==> src/rtl/voice_allocator.sv <==
// Polyphony scheduler: assigns note-on/note-off events to NVOICES adsr voices, stealing when full.
// Optional statistics outputs (steal_count, orphan_off_count) enabled by defining VOICE_ALLOC_STATS_EN.
module voice_allocator #(
    parameter int NVOICES = 4,
    parameter int NOTE_W  = 7,
    parameter int AGE_W   = 8
) (
    input  logic                      clk,
    input  logic                      rst,
    input  logic                      ce,
    input  logic                      ev_valid,
    output logic                      ev_ready,
    input  logic                      ev_on,
    input  logic [NOTE_W-1:0]         ev_note,
    input  logic [NVOICES-1:0]        voice_active,
    output logic [NVOICES-1:0]        trig,
    output logic [NVOICES*NOTE_W-1:0] voice_note,
    output logic                      steal
`ifdef VOICE_ALLOC_STATS_EN
    ,
    output logic [15:0]               steal_count,
    output logic [15:0]               orphan_off_count
`endif
);

    localparam int IW = (NVOICES > 1) ? $clog2(NVOICES) : 1;
    localparam logic [AGE_W-1:0] AGE_MAX = {AGE_W{1'b1}};

    typedef enum logic [1:0] {V_FREE, V_HELD, V_REL, V_STEAL} vstate_t;

    vstate_t           vstate [NVOICES];
    logic [AGE_W-1:0]  age    [NVOICES];
    logic [NOTE_W-1:0] note   [NVOICES];

    logic              ev_pend;
    logic              ev_on_r;
    logic [NOTE_W-1:0] ev_note_r;

    // Candidate search results
    logic              on_match_found, free_found, rel_found, held_found;
    logic [IW-1:0]     on_match_idx, free_idx, rel_idx, held_idx;
    logic [AGE_W-1:0]  rel_age, held_age;
    logic              off_held_found, off_steal_found;
    logic [IW-1:0]     off_held_idx, off_steal_idx;

    // Decision applied at the end of the decide cycle
    logic              dec_hit;
    logic [IW-1:0]     dec_idx;
    vstate_t           dec_state;
    logic              dec_load;
    logic              dec_age_clr;
    logic              dec_steal;
    logic              dec_orphan;

    assign ev_ready = ~ev_pend;

    always_comb begin
        on_match_found  = 1'b0; on_match_idx  = '0;
        free_found      = 1'b0; free_idx      = '0;
        rel_found       = 1'b0; rel_idx       = '0; rel_age  = '0;
        held_found      = 1'b0; held_idx      = '0; held_age = '0;
        off_held_found  = 1'b0; off_held_idx  = '0;
        off_steal_found = 1'b0; off_steal_idx = '0;
        for (int i = 0; i < NVOICES; i++) begin
            if ((vstate[i] == V_HELD || vstate[i] == V_STEAL) && note[i] == ev_note_r && !on_match_found) begin
                on_match_found = 1'b1;
                on_match_idx   = IW'(i);
            end
            if (vstate[i] == V_FREE && !free_found) begin
                free_found = 1'b1;
                free_idx   = IW'(i);
            end
            // Strict compare keeps the lowest index on age ties
            if (vstate[i] == V_REL && (!rel_found || age[i] > rel_age)) begin
                rel_found = 1'b1;
                rel_idx   = IW'(i);
                rel_age   = age[i];
            end
            if (vstate[i] == V_HELD && (!held_found || age[i] > held_age)) begin
                held_found = 1'b1;
                held_idx   = IW'(i);
                held_age   = age[i];
            end
            if (vstate[i] == V_HELD && note[i] == ev_note_r && !off_held_found) begin
                off_held_found = 1'b1;
                off_held_idx   = IW'(i);
            end
            if (vstate[i] == V_STEAL && note[i] == ev_note_r && !off_steal_found) begin
                off_steal_found = 1'b1;
                off_steal_idx   = IW'(i);
            end
        end
    end

    always_comb begin
        dec_hit     = 1'b0;
        dec_idx     = '0;
        dec_state   = V_FREE;
        dec_load    = 1'b0;
        dec_age_clr = 1'b0;
        dec_steal   = 1'b0;
        dec_orphan  = 1'b0;
        if (ev_pend) begin
            if (ev_on_r) begin
                if (on_match_found) begin
                    dec_hit = 1'b1; dec_idx = on_match_idx; dec_state = V_STEAL; dec_age_clr = 1'b1;
                end else if (free_found) begin
                    dec_hit = 1'b1; dec_idx = free_idx; dec_state = V_HELD;
                    dec_load = 1'b1; dec_age_clr = 1'b1;
                end else if (rel_found) begin
                    dec_hit = 1'b1; dec_idx = rel_idx; dec_state = V_STEAL;
                    dec_load = 1'b1; dec_age_clr = 1'b1;
                end else if (held_found) begin
                    dec_hit = 1'b1; dec_idx = held_idx; dec_state = V_STEAL;
                    dec_load = 1'b1; dec_age_clr = 1'b1; dec_steal = 1'b1;
                end
            end else begin
                if (off_held_found) begin
                    dec_hit = 1'b1; dec_idx = off_held_idx; dec_state = V_REL;
                end else if (off_steal_found) begin
                    dec_hit = 1'b1; dec_idx = off_steal_idx; dec_state = V_REL;
                end else begin
                    dec_orphan = 1'b1;
                end
            end
        end
    end

    always_ff @(posedge clk or posedge rst) begin
        if (rst) begin
            ev_pend   <= 1'b0;
            ev_on_r   <= 1'b0;
            ev_note_r <= '0;
            steal     <= 1'b0;
        end else begin
            steal <= dec_steal;
            if (ev_valid && ev_ready) begin
                ev_pend   <= 1'b1;
                ev_on_r   <= ev_on;
                ev_note_r <= ev_note;
            end else begin
                ev_pend <= 1'b0;
            end
        end
    end

    // NOTE: the per-voice arrays are small flop banks, not RAM, so they take the async reset like any state.
    always_ff @(posedge clk or posedge rst) begin
        if (rst) begin
            for (int i = 0; i < NVOICES; i++) begin
                vstate[i] <= V_FREE;
                age[i]    <= '0;
                note[i]   <= '0;
            end
        end else begin
            for (int i = 0; i < NVOICES; i++) begin
                if (dec_hit && dec_idx == IW'(i)) begin
                    vstate[i] <= dec_state;
                    if (dec_load)
                        note[i] <= ev_note_r;
                end else if (vstate[i] == V_REL && !voice_active[i]) begin
                    vstate[i] <= V_FREE;
                end else if (vstate[i] == V_STEAL && !voice_active[i]) begin
                    vstate[i] <= V_HELD;
                end
                if (dec_hit && dec_idx == IW'(i) && dec_age_clr)
                    age[i] <= '0;
                else if (ce && age[i] != AGE_MAX)
                    age[i] <= age[i] + AGE_W'(1);
            end
        end
    end

    // trig is decoded straight from state so it drops with the async reset
    always_comb begin
        trig       = '0;
        voice_note = '0;
        for (int i = 0; i < NVOICES; i++) begin
            trig[i]                      = (vstate[i] == V_HELD);
            voice_note[i*NOTE_W +: NOTE_W] = note[i];
        end
    end

`ifdef VOICE_ALLOC_STATS_EN
    always_ff @(posedge clk or posedge rst) begin
        if (rst) begin
            steal_count      <= '0;
            orphan_off_count <= '0;
        end else begin
            if (dec_steal && steal_count != 16'hFFFF)
                steal_count <= steal_count + 16'd1;
            if (dec_orphan && orphan_off_count != 16'hFFFF)
                orphan_off_count <= orphan_off_count + 16'd1;
        end
    end
`endif

endmodule

==> config.mk <==
export PLATFORM = sky130hd
export DESIGN_NAME = voice_allocator
export DESIGN_NICKNAME = d
export VERILOG_FILES = /design/src/rtl/voice_allocator.sv
export SDC_FILE = /design/constraint.sdc
export NUM_CORES = 1
export LEC_CHECK = 0
export ABC_AREA = 1
export CORE_ASPECT_RATIO = 1.25
export CORE_MARGIN = 5
export CORE_UTILIZATION = 55
export CTS_BUF_LIST = sky130_fd_sc_hd__clkbuf_4 sky130_fd_sc_hd__clkbuf_8
export DETAILED_ROUTE_END_ITERATION = 6
export PLACE_DENSITY_LB_ADDON = 0.3
export SLEW_MARGIN = 20
export SYNTH_ARGS = -nofsm -noshare
export SYNTH_HDL_FRONTEND = slang
export SYNTH_SLANG_ARGS = --single-unit
==> constraint.sdc <==
create_clock -name clk -period 5.3 [get_ports clk]
set_input_delay 1.06 -clock clk [delete_from_list [all_inputs] [get_ports clk]]
set_output_delay 1.06 -clock clk [all_outputs]
set_load 0.02 [all_outputs]
==> flow_summary_export.csv <==
group,metric,value,unit
sta,setup_viol,68,
place,hpwl,11700,um
pwr,power.density,524,nW/um2
setup_path,crit_family,"simple AND/OR/NAND/NOR gates",
setup_path,cpMostUsedCell,"nand2_1",
clock_tree,clkTransAtPathRegs,90,ps
clock_tree,htree_num_levels,3,
floorplanning,chipWidth,104,um
run_status,status,"finished with violations",
global_routing,grt_max_degree,42,
final_layout,fin_util,73.3,%
place,dp_slack,-233,ps
global_routing,track_usage,23.4,%
routing,vias,5935,
sta,fmax,181,MHz
floorplanning,die_area,13200,um2
floorplanning,coreArea,10700,um2
routing,dr.pass1.iters,6,
setup_path,path_buf_inv,6,
setup_path,cp_slowest_cell,"dfrtp_1",
synthesis,syn_area_per_cell,7.31,um2
sta,rsz0062_at_grt,"true",
final_layout,multi_input_area,4000,um2
clock_tree,clk_latency,370,ps
clock_tree,cts_sinks,78,
sta,hold_slack,549,ps
setup_path,worstSetupPathType,"register to register",
setup_path,path_max_fanout,8,
sta,worst_slack,-238,ps
final_layout,drive_above_1_share,24.0,%
pwr,vdd_ir_drop_max,0.279,mV
setup_path,max_stage_delay,430,ps
place,gp_congestion,0.886,
floorplanning,die_h,127,um
sta,worstMarginPinSlew,734,ps
clock_tree,hold_buffers,0,
routing,antenna_left,0,
global_routing,grt_pass1_wl,25200,um
synthesis,syn-cell-area,6060,um2
final_layout,regArea,1950,um2
pwr,power.static_leakage,4.01,nW
setup_path,cp.required,5560,ps
sta,post-route-period-util,104,%
flow_run,drv_cap,0,
global_routing,antenna_found_initial,0,
setup_path,arrival,5800,ps
synthesis,synth_edf_count,0,
clock_tree,cts_buffers,9,
global_routing,grt_pass1_vias,5442,
synthesis,ys.warnings.count,0,
pwr,p_total,4.12,mW
final_layout,syn2layout_area_growth,29.7,%
routing,drt_wl_total,17300,um
synthesis,ys_ff_latch,78,
sta,slew_viol_final,0,
floorplanning,start_util,56.5,%
final_layout,fillCellCount,836,
place,place_area,7060,um2
synthesis,ys_seq_area_share,32.2,%
sta,finClkSkew,10.1,ps
floorplanning,rows,42,
place,portBuffers,49,
routing,drt_iter0_drc,290,
clock_tree,cts_tree,"done",
floorplanning,io_pins,50,
sta,fin_tns_setup,-9580,ps
clock_tree,cts.path.max_buffers,2,
final_layout,nets,1020,
hold_path,hp-class,"register to register",
routing,drc_errors,0,
synthesis,synthesis.nets,897,
final_layout,final_area,7860,um2
sta,relSlewSlack,51.0,%
routing,post_drt_wl_per_cell,15.9,um
routing,viasPerCell,5.45,
setup_path,end_kind,"register",
sta,fin_crit,5540,ps
final_layout,layout.cells.non_filler,1089,
run_status,violations,"negative setup slack",
sta,finalHoldViolCount,0,
synthesis,async_reset_ff_share,100,%
synthesis,syn_inst,829,
global_routing,grt_overflow,0,
place,dp.cells,1050,
final_layout,diodes,0,
clock_tree,cts-root-buf,"clkbuf_8",
synthesis,synth_cell_types,49,
setup_path,start_kind,"register",
synthesis,synthFlopType,"dfrtp_1",
[per-layer routing]
layer / GRT usage (%) / vias up / part of all wire, %
li1: - / 2929 / -
met4: 8.99 / 0 / 4.7
met5: 0 / - / 0
met2: 43.8 / 186 / 52
met3: 3.94 / 53 / 4.2
met1: 26.4 / 2767 / 39
[layout make-up]
| cell class | instances | share of cell area [%] |
|---|---|---|
| clock buffer | 9 | 1.58 |
| clock inverter | 7 | 0.732 |
| inverter | 112 | 5.47 |
| multi-input combinational | 631 | 50.8 |
| sequential | 78 | 24.8 |
| tap | 132 | 2.10 |
| timing repair buffer | 119 | 14.4 |
| timing repair inverter | 1 | 0.0955 |
[sequential cells by signal, summed over array words and instances (netlist names)]
register and flops:
ev_on_r 1, age 32, vstate 8, ev_note_r 7, ev_pend 1, steal 1
voice_note 28
[cells in the final DEF (no fill, tap or decap), drive strengths merged, types with 3 or more instances in the layout]
master and n:
nor3 10, a21o 5, nand3b 5, nand2 266
ha 52, clkbuf 11, nor4 4, xnor2 9
or2 5, inv 111, clkinv 5, nor2 74
clkinvlp 4, nand3 41, xor2 22, a31oi 5
buf 68, nor3b 3, o21ai 82, dfrtp 78
clkdlybuf4s50 49, a21oi 24, nand4 16
[what timing repair did]
action	CTS	global route
pin swaps	4	54
endpoints found under the hold margin	0	0
gates cloned	1	6
resized for setup	14	108
setup buffers	4	13
endpoints found under the setup margin	68	68
[worst reg2reg max path, delay by kind of cell, from the launching register on]
kind | cells | cell delay, ps
and+or+nand+nor | 33 | 2450
AOI/OAI and AO/OA | 6 | 880
adders and majority gates | 3 | 870
buffers and inverters | 6 | 810
DFF | 1 | 430
[final timing paths]
| check | cells past startpoint | from | end | slack (ps) |
|---|---|---|---|---|
| max in group asynchronous | 3 | rst | age[31] | 3240 |
| max | 48 | vstate[6] | voice_note[2] | -240 |
| min | 2 | voice_note[22] | voice_note[22] | 550 |
| min in group asynchronous | 2 | rst | voice_note[19] | 1120 |
| max reg2reg | 48 | vstate[6] | voice_note[2] | -240 |
| min reg2reg | 2 | voice_note[22] | voice_note[22] | 550 |
[cells by family (layout without fill, tap and decap cells)]
kind of cell    after synthesis  after routing  share of synthesized area [%]
compound gates              122            122                           11.9
fa+ha+maj                    52             52                           10.7
flops                        78             78                           32.2
buf+inv                     124            248                           8.30
simple gates                422            426                           32.4
xor+xnor                     31             31                           4.48
[synth_stat cells, types with 8 or more instances]
| cell type | count | area (um2) |
|---|---|---|
| a21oi_1 | 23 | 115 |
| dfrtp_1 | 78 | 1950 |
| ha_1 | 52 | 651 |
| inv_1 | 96 | 360 |
| inv_2 | 13 | 48.8 |
| nand2_1 | 248 | 931 |
| nand2_2 | 12 | 75.1 |
| nand3_1 | 36 | 180 |
| nand4_1 | 12 | 75.1 |
| nor2_1 | 65 | 244 |
| nor3_1 | 8 | 40.0 |
| o21ai_0 | 54 | 270 |
| o21ai_1 | 10 | 50.1 |
| o21ai_2 | 18 | 158 |
| xnor2_1 | 9 | 78.8 |
| xor2_1 | 22 | 193 |
[power by group]
part           leakage [nW]  switching (mW)  internal (mW)
Clock                0.0824           0.254          0.175
Sequential            0.998           0.297          0.774
Combinational          2.93            1.52           1.10
Total                  4.01            2.07           2.05
No activity file was read; power rests on OpenSTA's default activity.
